==> config.mk <==
export PLATFORM = sky130hd
export DESIGN_NAME = cpumc_arb
export DESIGN_NICKNAME = d
export VERILOG_FILES = /design/src/rtl/cpumc_arb_pkg.sv /design/src/rtl/cpumc_arb_wdt.sv /design/src/rtl/cpumc_arb.sv
export SDC_FILE = /design/constraint.sdc
export NUM_CORES = 1
export LEC_CHECK = 0
export BUFFER_PORTS_ARGS = -buffer_cell sky130_fd_sc_hd__buf_2
export CAP_MARGIN = 20
export CORE_UTILIZATION = 30
export DETAILED_ROUTE_END_ITERATION = 8
export GPL_ROUTABILITY_DRIVEN = 0
export HOLD_SLACK_MARGIN = 0.06
export PLACE_DENSITY = 0.76
export SLEW_MARGIN = 5
export SYNTH_ARGS = -nofsm -noshare
export SYNTH_HDL_FRONTEND = slang
export SYNTH_HIERARCHICAL = 1
export SYNTH_SLANG_ARGS = --single-unit
==> constraint.sdc <==
create_clock -name clk -period 4.3 [get_ports clk]
set_input_delay 0.86 -clock clk [delete_from_list [all_inputs] [get_ports clk]]
set_output_delay 0.86 -clock clk [all_outputs]
set_load 0.005 [all_outputs]
==> src/rtl/cpumc_arb_pkg.sv <==
// rtl/cpumc_arb_pkg.sv - shared state, owner and grant encodings for the cpumc bus arbiter
package cpumc_arb_pkg;

    typedef enum logic [1:0] {
        OWN_CPU = 2'd0,
        OWN_DMA = 2'd1,
        OWN_DBG = 2'd2,
        HANDOFF = 2'd3
    } state_t;

    localparam logic [1:0] OWNER_CPU = 2'd0;
    localparam logic [1:0] OWNER_DMA = 2'd1;
    localparam logic [1:0] OWNER_DBG = 2'd2;

    localparam logic [2:0] GRANT_NONE = 3'b000;
    localparam logic [2:0] GRANT_CPU  = 3'b001;
    localparam logic [2:0] GRANT_DMA  = 3'b010;
    localparam logic [2:0] GRANT_DBG  = 3'b100;

    function automatic logic [2:0] state_grant(input state_t s);
        case (s)
            OWN_CPU: state_grant = GRANT_CPU;
            OWN_DMA: state_grant = GRANT_DMA;
            OWN_DBG: state_grant = GRANT_DBG;
            default: state_grant = GRANT_NONE;
        endcase
    endfunction

    function automatic state_t owner_state(input logic [1:0] o);
        case (o)
            OWNER_DMA: owner_state = OWN_DMA;
            OWNER_DBG: owner_state = OWN_DBG;
            default:   owner_state = OWN_CPU;
        endcase
    endfunction

endpackage

==> src/rtl/cpumc_arb_wdt.sv <==
// rtl/cpumc_arb_wdt.sv - stall watchdog for dma/dbg owners: counter, own mask and error pulse
module cpumc_arb_wdt #(
    parameter int TIMEOUT_CYCLES = 1023
) (
    input  logic clk_i,
    input  logic rst_i,
    input  logic owning_i,
    input  logic owner_dbg_i,
    input  logic rdy_i,
    input  logic dbg_own_i,
    input  logic dma_own_i,
    output logic dbg_own_o,
    output logic dma_own_o,
    output logic fire_o,
    output logic err_o
);

    localparam int CW = $clog2(TIMEOUT_CYCLES + 1);

    logic [CW-1:0] cnt_q, cnt_d;
    logic          mask_dbg_q, mask_dma_q;
    logic          err_q;
    logic          stalled;

    assign stalled = owning_i && !rdy_i;
    assign fire_o  = stalled && (cnt_q == CW'(TIMEOUT_CYCLES));

    always_comb begin
        cnt_d = '0;
        if (stalled && !fire_o) begin
            cnt_d = cnt_q + CW'(1);
        end else if (stalled) begin
            cnt_d = cnt_q;
        end
    end

    // The mask holds off a timed-out master until it drops its own request once.
    always_ff @(posedge clk_i or posedge rst_i) begin
        if (rst_i) begin
            cnt_q      <= '0;
            mask_dbg_q <= 1'b0;
            mask_dma_q <= 1'b0;
            err_q      <= 1'b0;
        end else begin
            cnt_q <= cnt_d;
            err_q <= fire_o;
            if (fire_o && owner_dbg_i) begin
                mask_dbg_q <= 1'b1;
            end else if (!dbg_own_i) begin
                mask_dbg_q <= 1'b0;
            end
            if (fire_o && !owner_dbg_i) begin
                mask_dma_q <= 1'b1;
            end else if (!dma_own_i) begin
                mask_dma_q <= 1'b0;
            end
        end
    end

    assign dbg_own_o = dbg_own_i && !mask_dbg_q;
    assign dma_own_o = dma_own_i && !mask_dma_q;
    assign err_o     = err_q;

endmodule

==> src/rtl/cpumc_arb.sv <==
// rtl/cpumc_arb.sv - dbg > dma > cpu owner arbiter for cpumc; optional watchdog via CPUMC_ARB_WDT_EN
module cpumc_arb
    import cpumc_arb_pkg::*;
#(
    parameter int TIMEOUT_CYCLES = 1023
) (
    input  logic        clk,
    input  logic        rst,
    input  logic        dbg_own_in,
    input  logic        dma_own_in,
    input  logic [15:0] dbg_a_in,
    input  logic [15:0] dma_a_in,
    input  logic [15:0] cpu_a_in,
    input  logic [7:0]  dbg_d_in,
    input  logic [7:0]  dma_d_in,
    input  logic [7:0]  cpu_d_in,
    input  logic        dbg_r_nw_in,
    input  logic        dma_r_nw_in,
    input  logic        cpu_r_nw_in,
    input  logic        dbg_req_in,
    input  logic        dma_req_in,
    input  logic        cpu_req_in,
    input  logic        dbg_erase_in,
    input  logic        cpumc_rdy_in,
    output logic [15:0] cpumc_a_out,
    output logic [7:0]  cpumc_d_out,
    output logic        cpumc_r_nw_out,
    output logic        cpumc_req_out,
    output logic        cpumc_erase_out,
    output logic [2:0]  grant_out,
    output logic        cpu_ready_out,
    output logic        wdt_err_out
);

    state_t      state_q, state_d;
    logic [1:0]  next_owner_q, next_owner_d;
    logic [2:0]  grant_q;
    logic        cpu_ready_q;
    logic        dbg_own_m, dma_own_m, wdt_fire;
    logic [1:0]  cur_owner, desired;
    logic        cur_req;

`ifdef CPUMC_ARB_WDT_EN
    cpumc_arb_wdt #(
        .TIMEOUT_CYCLES(TIMEOUT_CYCLES)
    ) u_wdt (
        .clk_i       (clk),
        .rst_i       (rst),
        .owning_i    (state_q == OWN_DMA || state_q == OWN_DBG),
        .owner_dbg_i (state_q == OWN_DBG),
        .rdy_i       (cpumc_rdy_in),
        .dbg_own_i   (dbg_own_in),
        .dma_own_i   (dma_own_in),
        .dbg_own_o   (dbg_own_m),
        .dma_own_o   (dma_own_m),
        .fire_o      (wdt_fire),
        .err_o       (wdt_err_out)
    );
`else
    assign dbg_own_m   = dbg_own_in;
    assign dma_own_m   = dma_own_in;
    assign wdt_fire    = 1'b0;
    assign wdt_err_out = 1'b0;
`endif

    assign desired = dbg_own_m ? OWNER_DBG : (dma_own_m ? OWNER_DMA : OWNER_CPU);

    always_comb begin
        cur_owner = OWNER_CPU;
        cur_req   = cpu_req_in;
        case (state_q)
            OWN_DMA: begin cur_owner = OWNER_DMA; cur_req = dma_req_in; end
            OWN_DBG: begin cur_owner = OWNER_DBG; cur_req = dbg_req_in; end
            default: ;
        endcase
    end

    // Ownership only moves at a boundary: cpumc idle and the owner's strobe low.
    always_comb begin
        state_d      = state_q;
        next_owner_d = next_owner_q;
        if (state_q == HANDOFF) begin
            state_d = owner_state(next_owner_q);
        end else if (wdt_fire) begin
            state_d      = HANDOFF;
            next_owner_d = OWNER_CPU;
        end else if (desired != cur_owner && cpumc_rdy_in && !cur_req) begin
            state_d      = HANDOFF;
            next_owner_d = desired;
        end
    end

    always_ff @(posedge clk or posedge rst) begin
        if (rst) begin
            state_q      <= OWN_CPU;
            next_owner_q <= OWNER_CPU;
            grant_q      <= GRANT_CPU;
            cpu_ready_q  <= 1'b1;
        end else begin
            state_q      <= state_d;
            next_owner_q <= next_owner_d;
            grant_q      <= state_grant(state_d);
            cpu_ready_q  <= (state_d == OWN_CPU) && (desired == OWNER_CPU);
        end
    end

    always_comb begin
        cpumc_a_out    = cpu_a_in;
        cpumc_d_out    = cpu_d_in;
        cpumc_r_nw_out = cpu_r_nw_in;
        case (cur_owner)
            OWNER_DMA: begin
                cpumc_a_out    = dma_a_in;
                cpumc_d_out    = dma_d_in;
                cpumc_r_nw_out = dma_r_nw_in;
            end
            OWNER_DBG: begin
                cpumc_a_out    = dbg_a_in;
                cpumc_d_out    = dbg_d_in;
                cpumc_r_nw_out = dbg_r_nw_in;
            end
            default: ;
        endcase
    end

    assign cpumc_req_out   = !rst && (state_q != HANDOFF) && cur_req;
    assign cpumc_erase_out = (state_q == OWN_DBG) && dbg_erase_in;
    assign grant_out       = grant_q;
    assign cpu_ready_out   = cpu_ready_q;

endmodule

==> key figures <==
Run status
  – Run status: finished, violations left
  – Failing checks: DRC

Drt
  – First-pass DRT Iterations: 6
  – Vias per cell: 4.93
  – Total Wirelength: 3.31 mm
  – Routed WL per cell: 12.4 um
  – ANT nets after route: 0
  – Via count: 1315
  – Starting DRT DRC Count: 74
  – DR DRC count: 7

Setup path
  – Setup crit end kind: output port
  – Setup CP Type: reg2out
  – CP max FO: 24
  – Nature of the critical path startpoint: flip-flop
  – CP max-delay cell: dfrtp_1
  – CP peak stage delay: 0.41 ns
  – Critical-path cell list: inv_1, ha_1, buf_4, a22oi_1, o21ai_0, buf_2
  – Setup slack, reg-to-reg: 2.44 ns
  – Data required, critical path: 3.44 ns
  – Arrival time of the worst setup path: 1.82 ns

Finish
  – Area delta synth->final: 63.5%
  – # diodes: 0
  – Final Net Count: 325
  – FF+latch area: 203 um2
  – Multi-input gate area: 648 um2
  – Proportion of layout cells with a drive suffix above 1: 54.2%
  – Filler cells: 291

Timing
  – Max-slew violations: 0
  – Hold Worst Slack: 0.536 ns
  – Final Hold Fails: 0
  – Worst slew margin: 62.2%
  – Crit share post-route: 62.3%
  – Worst Tran Pin Value: 0.561 ns
  – Final WS setup: 1.62 ns
  – Peak Freq: 0.373 GHz
  – Setup total negative slack: 0 ns
  – Setup Viol. Count Final: 0
  – Clk_skew: 0.00555 ns
  – RSZ-0062 raised after global routing: false
  – Fin crit period: 2.68 ns

Global route
  – First-pass GRT wire length: 4.95 mm
  – Largest net degree at the start of global routing: 51
  – GRT Total Usage: 18.9%
  – Initial antenna violation count: 0
  – Vias in the first global route: 1108
  – Congestion Overflow GR: 0

Floorplanning
  – CORE AREA: 2850 um2
  – Die Ht: 57.7 um
  – Die area: 3330 um2
  – Die W: 57.7 um
  – Row Count: 19
  – IO Count: 116
  – Initial Utilization: 32.6%

Synthesis
  – Share of the synthesized area in the top cell type: 21.0%
  – Seq cells post-synth: 8
  – Syn nets: 216
  – EDFF count, synth: 0
  – Total of warnings raised by yosys: 6
  – Post-Syn Area per Cell: 7.26 um2
  – Main area contributors after synthesis: a22oi_1 (21%), dfrtp_1 (16%), o21ai_0 (15%)
  – Fraction of the yosys area taken by sequential cells: 21.8%
  – Synthesized area: 930 um2
  – Primary FF master, synth: dfrtp_1
  – Count of different cell masters after synthesis: 27
  – Cell accounting for the most synthesized area: a22oi_1
  – Top-count cell post-synth: o21ai_0
  – Synth top cells by count: o21ai_0 (28), a22oi_1 (26), nand2_1 (26)
  – Post-synth ARST share: 100%
  – Post-Syn Instances: 128

Pwr
  – Power per cell area: 697 nW/um2
  – Worst VDD drop: 0.368 mV
  – LEAKAGE: 0.832 nW

CTS
  – Clk sinks: 8
  – CTS resizes: 0
  – CTS tree: built
  – Hold buffer count at cts: 0
  – CTS Buf Count: 3
  – CTS Buffer Depth: 2
  – Clock Tree Root: clkbuf_4
  – H-tree levels: 1
  – Post-CTS setup buffer count: 0
  – CTS clk-pin slew, worst paths: 0.06 ns
  – Clock Latency Late Sink: 0.26 ns

Hold path
  – Hold WC Path Type: in2async

Placed design
  – Detail Placement HPWL: 2.59 mm
  – IO buf count: 114
  – Worst slack at placement: 1.84 ns

Job
  – Max-cap violation count: 0
-- kinds of logic after synthesis --
| family | count (synthesis) | synth area share [%] |
|---|---|---|
| xor+xnor | 1 | 1.75 |
| compound gates | 58 | 40.1 |
| flops | 8 | 21.8 |
| other cells | 1 | 0.403 |
| mux | 1 | 1.61 |
| fa+ha+maj | 4 | 5.38 |
| simple gates | 39 | 20.5 |
| buf+inv | 16 | 8.48 |
-- critical path, delay by kind of cell, from the launching register on --
kind                       cells  cell delay, ns
adders and majority gates      1            0.30
AOI/OAI and AO/OA              2            0.28
DFF                            1            0.41
buffers and inverters          3            0.57
-- state kept, by name, summed over array words and instances, names as in the netlist --
register / cells
cpu_ready_out: 1
grant_out: 3
next_owner_q: 2
state_q: 2
-- cell type report --
| class | instances | share of cell area [%] |
|---|---|---|
| sequential | 8 | 13.3 |
| clock buffer | 4 | 1.73 |
| multi-input combinational | 104 | 42.6 |
| inverter | 3 | 0.741 |
| timing repair buffer | 117 | 39.0 |
| tap | 31 | 2.55 |
-- stage by stage --
| step | area, um2 | util (%) | power, mW | cells |
|---|---|---|---|---|
| after floorplan | 930 | - | 0.689 | 128 |
| after global placement | 1490 | 52.4 | 0.994 | 263 |
| after detailed placement | 1490 | 52.4 | 0.998 | 263 |
| after CTS | 1520 | 53.3 | 1.07 | 267 |
| after global routing | 1520 | 53.3 | 1.17 | 267 |
| final | 1520 | 53.3 | 1.06 | 267 |
-- worst paths after layout --
kind,startpoint,end,cells after the start
min in group clk,next_owner_q[0],next_owner_q[0],2
worst max-delay path,state_q[1],cpumc_a_out[9],6
worst min register to register,next_owner_q[0],next_owner_q[0],2
max in group asynchronous,rst,grant_out[0],2
worst min-delay path,rst,next_owner_q[0],2
worst max register to register,state_q[1],next_owner_q[1],6
-- routing by layer --
metal / up-vias / global-route usage (%) / wire [um]
met4: 0 / 5.44 / 36
met1: 581 / 23.2 / 1330
li1: 678 / - / -
met3: 4 / 4.24 / 229
met2: 52 / 33.1 / 1710
met5: - / 0 / 0
-- cells in the final DEF (no fill, tap or decap), types with 2 or more instances in the layout --
| cell | n |
|---|---|
| nand3b_1 | 3 |
| ha_1 | 4 |
| inv_1 | 3 |
| nand2b_1 | 2 |
| o21ai_0 | 28 |
| dfstp_2 | 2 |
| clkbuf_4 | 3 |
| a22oi_1 | 26 |
| nand2_1 | 26 |
| buf_4 | 3 |
| dfrtp_1 | 6 |
| nor2b_1 | 2 |
| buf_2 | 114 |
-- report_power, final --
| part | switching, mW | total, mW | internal, mW |
|---|---|---|---|
| Combinational | 0.483 | 0.865 | 0.381 |
| Clock | 0.0292 | 0.0650 | 0.0357 |
| Sequential | 0.0185 | 0.131 | 0.112 |
| Total | 0.531 | 1.06 | 0.529 |
No activity file was read; power rests on OpenSTA's default activity.
